`src/rtl/clk_div_monitor.sv`:
```
// Divided-clock monitor: synchronises sig_in, measures its period and high time,
// and reports lock once the frequency is stable and loss when edges stop arriving.
module clk_div_monitor #(
  parameter int  CLK_DIV  = 10,
  parameter int  TOL      = 1,
  parameter int  LOCK_CNT = 4,
  parameter int  TIMEOUT  = 4 * CLK_DIV,
  parameter int  TPD      = 1,
  localparam int CW       = $clog2(TIMEOUT + 1)
) (
  input  logic          clk_in,
  input  logic          reset,
  input  logic          sig_in,
  output logic          edge_strb,
  output logic [CW-1:0] period,
  output logic [CW-1:0] high_time,
  output logic          period_vld,
  output logic          locked,
  output logic          lost
);

  typedef enum logic [1:0] {
    ST_SEARCH  = 2'd0,
    ST_MEASURE = 2'd1,
    ST_LOCKED  = 2'd2,
    ST_LOST    = 2'd3
  } state_e;

  localparam int            GW         = $clog2(LOCK_CNT + 1);
  localparam logic [CW-1:0] TIMEOUT_C  = CW'(TIMEOUT);
  localparam logic [CW-1:0] TIMEOUT_M1 = CW'(TIMEOUT - 1);
  localparam logic [CW-1:0] DIV_C      = CW'(CLK_DIV);
  localparam logic [CW-1:0] TOL_C      = CW'(TOL);
  localparam logic [GW-1:0] LOCK_C     = GW'(LOCK_CNT);

  // TPD only models a register delay in behavioural sims; these flops carry none.
  if (TPD < 0) begin : g_tpd_invalid
  end

  logic          sync1_q, sync2_q, s_dly_q;
  logic          rise, timeout_hit, measuring, good;
  logic [CW-1:0] cnt_q, cnt_d, hcnt_q, hcnt_d;
  logic [CW-1:0] meas_period, period_err;
  logic [GW-1:0] gcnt_q, gcnt_d, gcnt_inc;
  state_e        state_q, state_d;
  logic          edge_strb_q, edge_strb_d, period_vld_q, period_vld_d;
  logic          locked_q, locked_d, lost_q, lost_d;
  logic [CW-1:0] period_q, period_d, high_time_q, high_time_d;

  always_ff @(posedge clk_in) begin
    if (reset) begin
      sync1_q <= 1'b0;
      sync2_q <= 1'b0;
      s_dly_q <= 1'b0;
    end else begin
      sync1_q <= sig_in;
      sync2_q <= sync1_q;
      s_dly_q <= sync2_q;
    end
  end

  assign rise        = sync2_q & ~s_dly_q;
  assign timeout_hit = ~rise & (cnt_q == TIMEOUT_M1);
  assign measuring   = (state_q == ST_MEASURE) | (state_q == ST_LOCKED);
  assign meas_period = cnt_q + CW'(1);
  assign period_err  = (meas_period >= DIV_C) ? (meas_period - DIV_C) : (DIV_C - meas_period);
  assign good        = (period_err <= TOL_C);
  assign gcnt_inc    = (gcnt_q == LOCK_C) ? gcnt_q : (gcnt_q + GW'(1));

  // The rise cycle is itself high, so the high-time count restarts at one.
  always_comb begin
    cnt_d  = cnt_q;
    hcnt_d = hcnt_q;
    gcnt_d = gcnt_q;
    if (rise) begin
      cnt_d  = '0;
      hcnt_d = CW'(1);
    end else begin
      if (cnt_q != TIMEOUT_C) begin
        cnt_d = cnt_q + CW'(1);
      end else begin
        cnt_d = cnt_q;
      end
      if (sync2_q && (hcnt_q != TIMEOUT_C)) begin
        hcnt_d = hcnt_q + CW'(1);
      end else begin
        hcnt_d = hcnt_q;
      end
    end
    if (rise && measuring && good) begin
      gcnt_d = gcnt_inc;
    end else if (rise || timeout_hit) begin
      gcnt_d = '0;
    end else begin
      gcnt_d = gcnt_q;
    end
  end

  always_ff @(posedge clk_in) begin
    if (reset) begin
      cnt_q  <= '0;
      hcnt_q <= '0;
      gcnt_q <= '0;
    end else begin
      cnt_q  <= cnt_d;
      hcnt_q <= hcnt_d;
      gcnt_q <= gcnt_d;
    end
  end

  always_ff @(posedge clk_in) begin
    if (reset) begin
      state_q <= ST_SEARCH;
    end else begin
      state_q <= state_d;
    end
  end

  // A rise always takes priority over a coincident timeout.
  always_comb begin
    state_d = state_q;
    case (state_q)
      ST_SEARCH: begin
        if (rise) begin
          state_d = ST_MEASURE;
        end else if (timeout_hit) begin
          state_d = ST_LOST;
        end else begin
          state_d = ST_SEARCH;
        end
      end
      ST_MEASURE: begin
        if (rise && good && (gcnt_inc == LOCK_C)) begin
          state_d = ST_LOCKED;
        end else if (timeout_hit) begin
          state_d = ST_LOST;
        end else begin
          state_d = ST_MEASURE;
        end
      end
      ST_LOCKED: begin
        if (rise && !good) begin
          state_d = ST_MEASURE;
        end else if (timeout_hit) begin
          state_d = ST_LOST;
        end else begin
          state_d = ST_LOCKED;
        end
      end
      ST_LOST: begin
        if (rise) begin
          state_d = ST_MEASURE;
        end else begin
          state_d = ST_LOST;
        end
      end
      default: state_d = ST_SEARCH;
    endcase
  end

  always_comb begin
    edge_strb_d  = rise;
    period_vld_d = rise & measuring;
    if (rise && measuring) begin
      period_d    = meas_period;
      high_time_d = hcnt_q;
    end else begin
      period_d    = period_q;
      high_time_d = high_time_q;
    end
    locked_d = (state_d == ST_LOCKED);
    lost_d   = (state_d == ST_LOST);
  end

  always_ff @(posedge clk_in) begin
    if (reset) begin
      edge_strb_q  <= 1'b0;
      period_vld_q <= 1'b0;
      period_q     <= '0;
      high_time_q  <= '0;
      locked_q     <= 1'b0;
      lost_q       <= 1'b0;
    end else begin
      edge_strb_q  <= edge_strb_d;
      period_vld_q <= period_vld_d;
      period_q     <= period_d;
      high_time_q  <= high_time_d;
      locked_q     <= locked_d;
      lost_q       <= lost_d;
    end
  end

  assign edge_strb  = edge_strb_q;
  assign period_vld = period_vld_q;
  assign period     = period_q;
  assign high_time  = high_time_q;
  assign locked     = locked_q;
  assign lost       = lost_q;

endmodule

```
`config.mk`:
```
export PLATFORM = sky130hd
export DESIGN_NAME = clk_div_monitor
export DESIGN_NICKNAME = d
export VERILOG_FILES = /design/src/rtl/clk_div_monitor.sv
export SDC_FILE = /design/constraint.sdc
export NUM_CORES = 1
export LEC_CHECK = 0
export CAP_MARGIN = 5
export CORE_MARGIN = 10
export CORE_UTILIZATION = 40
export DETAILED_ROUTE_END_ITERATION = 8
export GPL_TIMING_DRIVEN = 0
export HOLD_SLACK_MARGIN = 0.1
export SYNTH_ARGS = -nofsm -noshare
export SYNTH_HDL_FRONTEND = slang
export SYNTH_SLANG_ARGS = --single-unit
export TNS_END_PERCENT = 10
```
`constraint.sdc`:
```
create_clock -name clk_in -period 6.7 [get_ports clk_in]
set_input_delay 0.67 -clock clk_in [delete_from_list [all_inputs] [get_ports clk_in]]
set_output_delay 0.67 -clock clk_in [all_outputs]
set_load 0.02 [all_outputs]
```
==> results.yml <==
clock_network:
  cts_setup_buffers: 0
  cts_resized: 0
  cts_hold_buf: 0
  numCtsBuffers: 5
  clock_path_buffers: 2
  cts_sinks: 36
  clk_latency_ns: 0.29
  clkTransAtPathRegs_ns: 0.07
  root_buffer: "clkbuf_8"
  cts_tree: "yes"
  htreeDepth: 2
global_route:
  grt_max_degree: 11
  first_global_vias: 1331
  grt_pass1_wl_um: 6009
  track_usage: 0.09779
  antenna_found_initial: 0
  overflow: 0
sta:
  fin_crit_sh: 0.3750
  slew_headroom: 0.5062
  rsz0062_at_grt: "no"
  fin_ws_ns: 4.188
  fmax_mhz: 398.0
  setup_viol_count_final: 0
  period_needed_ns: 2.512
  setup_tns_ns: 0
  hold_violations: 0
  worst_pin_slew_ns: 0.7221
  fin_worst_skew_ns: 0.006465
  report.final.slew_viol_count: 0
critical_path:
  cp.required_ns: 6.88
  r2r_cells: 11
  worstPathArrival_ns: 2.70
  critPathLaunchType: "flop"
  ff2ff_setup_slack_ns: 4.19
  path_max_fanout: 8
  r2r_end: "gcnt_q[1]"
  timing.rr.start: "cnt_q[0]"
  worstSetupEndpointType: "flop"
  worst-setup-path-type: "reg -> reg"
worst_hold_path:
  hold_start: "sync1_q"
  holdPathEnd: "sync2_q"
  min_path_type: "reg -> reg"
  min_path_cells: 1
cells_and_area:
  drive_above_1_share: 0.07175
  fin_nets: 242
  syn_to_final_growth_pct: 18.71
  diodes: 0
  multiInputGateArea_um2: 972.2
  register_area_um2: 720.7
  fillers: 443
detailed_routing:
  viasPerCell: 4.996
  drt-pass1-iter-count: 4
  drt_iter0_drc: 32
  vias: 1374
  ant_nets: 0
  avgRoutedWirePerCell_um: 12.32
  drc_errors: 0
  wl_um: 3387
synthesis:
  synthesis.nets: 218
  synth_edf_count: 0
  synth_area_um2: 1772
  avgSynthCellArea_um2: 8.903
  synth.distinct_cells: 41
  synth_ff_type: "dfxtp_1"
  synthArstFlopShare: 0
  syn_inst: 199
  ys_ff_latch: 36
  ys.warnings.count: 0
  synth_seq_area_share: 0.4068
floorplanning:
  die_w_um: 86.55
  fp.dieH_um: 86.55
  coreArea_um2: 4324
  row_count: 24
  start_util: 0.4097
  dieArea_um2: 7491
  io_pins: 19
pwr:
  ir_drop_mv: 0.1301
  cellLeakagePower_nw: 0.7791
  power_uw: 430.9
  pwr_density_cell_nw_per_um2: 204.9
place:
  hpwlAfterDp_um: 2536
  io_buffers: 17
  pre_cts_ws_ns: 4.176
  globalplace.congestion: 0.7450
outcome:
  outcome: "complete, no violations"
job:
  max-cap-violations: 0
[per-stage QoR]
step / utilization / area [µm²] / cells / hold slack, ns
2_1_floorplan: - / 1772 / 199 / 0.4138
6_report: 0.4864 / 2103 / 275 / 0.4397
5_1_grt: 0.4864 / 2103 / 275 / 0.4780
3_5_place_dp: 0.4641 / 2007 / 268 / 0.4327
4_1_cts: 0.4864 / 2103 / 275 / 0.4489
3_3_place_gp: 0.4641 / 2007 / 268 / 0.4184
[kinds of logic after synthesis]
| kind of cell | count (synthesis) | synth area share |
|---|---|---|
| and+or+nand+nor | 77 | 0.2189 |
| DFF | 36 | 0.4068 |
| buffers and inverters | 19 | 0.04449 |
| AOI/OAI and AO/OA | 36 | 0.1278 |
| xor gates and xnor gates | 12 | 0.07203 |
| adders and majority gates | 16 | 0.1130 |
| muxes | 3 | 0.01695 |
[cells in the mapped netlist (2+ instances only)]
cell,count,area share
inv_1,14,0.030
and3_1,2,0.0071
ha_1,16,0.11
nand3_1,3,0.0085
xnor2_1,5,0.025
mux2i_1,3,0.017
nand3b_1,3,0.013
nand2b_1,2,0.0071
xor2_1,4,0.020
nor2_1,22,0.047
or3_1,2,0.0071
dfxtp_1,36,0.41
a31oi_1,4,0.014
a21oi_1,16,0.045
clkbuf_1,4,0.0085
xnor2_2,2,0.018
nand2_1,21,0.044
o21ai_0,3,0.0085
a211oi_1,4,0.017
and2_1,2,0.0071
nor3_1,6,0.017
a2111oi_0,2,0.0099
nor2b_1,5,0.018
[report_power, final]
| part | switching (mW) | internal [mW] |
|---|---|---|
| combinational | 0.0254 | 0.0189 |
| sequential | 0.00391 | 0.218 |
| clock | 0.0733 | 0.0915 |
| total | 0.103 | 0.328 |
[worst max-delay path: stages (launching register included)]
cell      delay [ns]
dfxtp_1         0.47
inv_1           0.15
ha_1            0.40
inv_1           0.10
ha_1            0.18
a21oi_1         0.16
nor3_1          0.07
nand3b_1        0.08
a211oi_1        0.06
a21o_2          0.24
a41o_1          0.25
a32o_1          0.25
[sequential cells by signal (all words and copies together) (netlist names)]
name	count
period_vld	1
state_q	2
gcnt_q	3
locked	1
sync1_q	1
s_dly_q	1
period	6
high_time	6
edge_strb	1
cnt_q	6
sync2_q	1
lost	1
hcnt_q	6
[area by class of cell]
class,instances,area share
Multi-Input combinational cell,144,0.4622
Sequential cell,36,0.3427
Timing Repair Buffer,17,0.08090
Clock buffer,7,0.04581
Tap cell,52,0.03093
Inverter,14,0.02499
Buffer,5,0.01249
[placed cells by master, fill, tap and decap left out, types with 2 or more instances in the layout]
| master | n |
|---|---|
| nand2_1 | 21 |
| nor2b_1 | 5 |
| clkbuf_1 | 4 |
| ha_1 | 16 |
| and3_1 | 2 |
| nand3b_1 | 3 |
| nor3_1 | 6 |
| clkbuf_8 | 7 |
| o21ai_0 | 3 |
| dfxtp_1 | 36 |
| a31oi_1 | 4 |
| xnor2_1 | 5 |
| xor2_1 | 4 |
| nand2b_1 | 2 |
| clkdlybuf4s50_1 | 17 |
| a21oi_1 | 16 |
| nor2_1 | 22 |
| xnor2_2 | 2 |
| and2_1 | 2 |
| inv_1 | 14 |
| nand3_1 | 3 |
| mux2i_1 | 3 |
| a211oi_1 | 4 |
| a2111oi_0 | 2 |
| or3_1 | 2 |
[how the worst max path moves through the flow]
stage / slack, ns / depth (start not counted) / end / start
after global placement: 4.19 / 11 / gcnt_q[1] / cnt_q[0]
after detailed placement: 4.18 / 11 / gcnt_q[1] / cnt_q[0]
after CTS: 4.17 / 11 / gcnt_q[1] / cnt_q[0]
after global routing: 3.96 / 11 / gcnt_q[1] / cnt_q[0]
final: 4.19 / 11 / gcnt_q[1] / cnt_q[0]
after floorplan: 4.42 / 11 / gcnt_q[1] / cnt_q[0]
[per-layer routing]
metal,vias up,wire (µm),global-route usage
met5,-,0,0
met4,0,51,0.03976
met3,7,193,0.04315
met2,24,1426,0.1450
met1,625,1716,0.1204
li1,718,-,-
No activity file was read; power rests on OpenSTA's default activity.
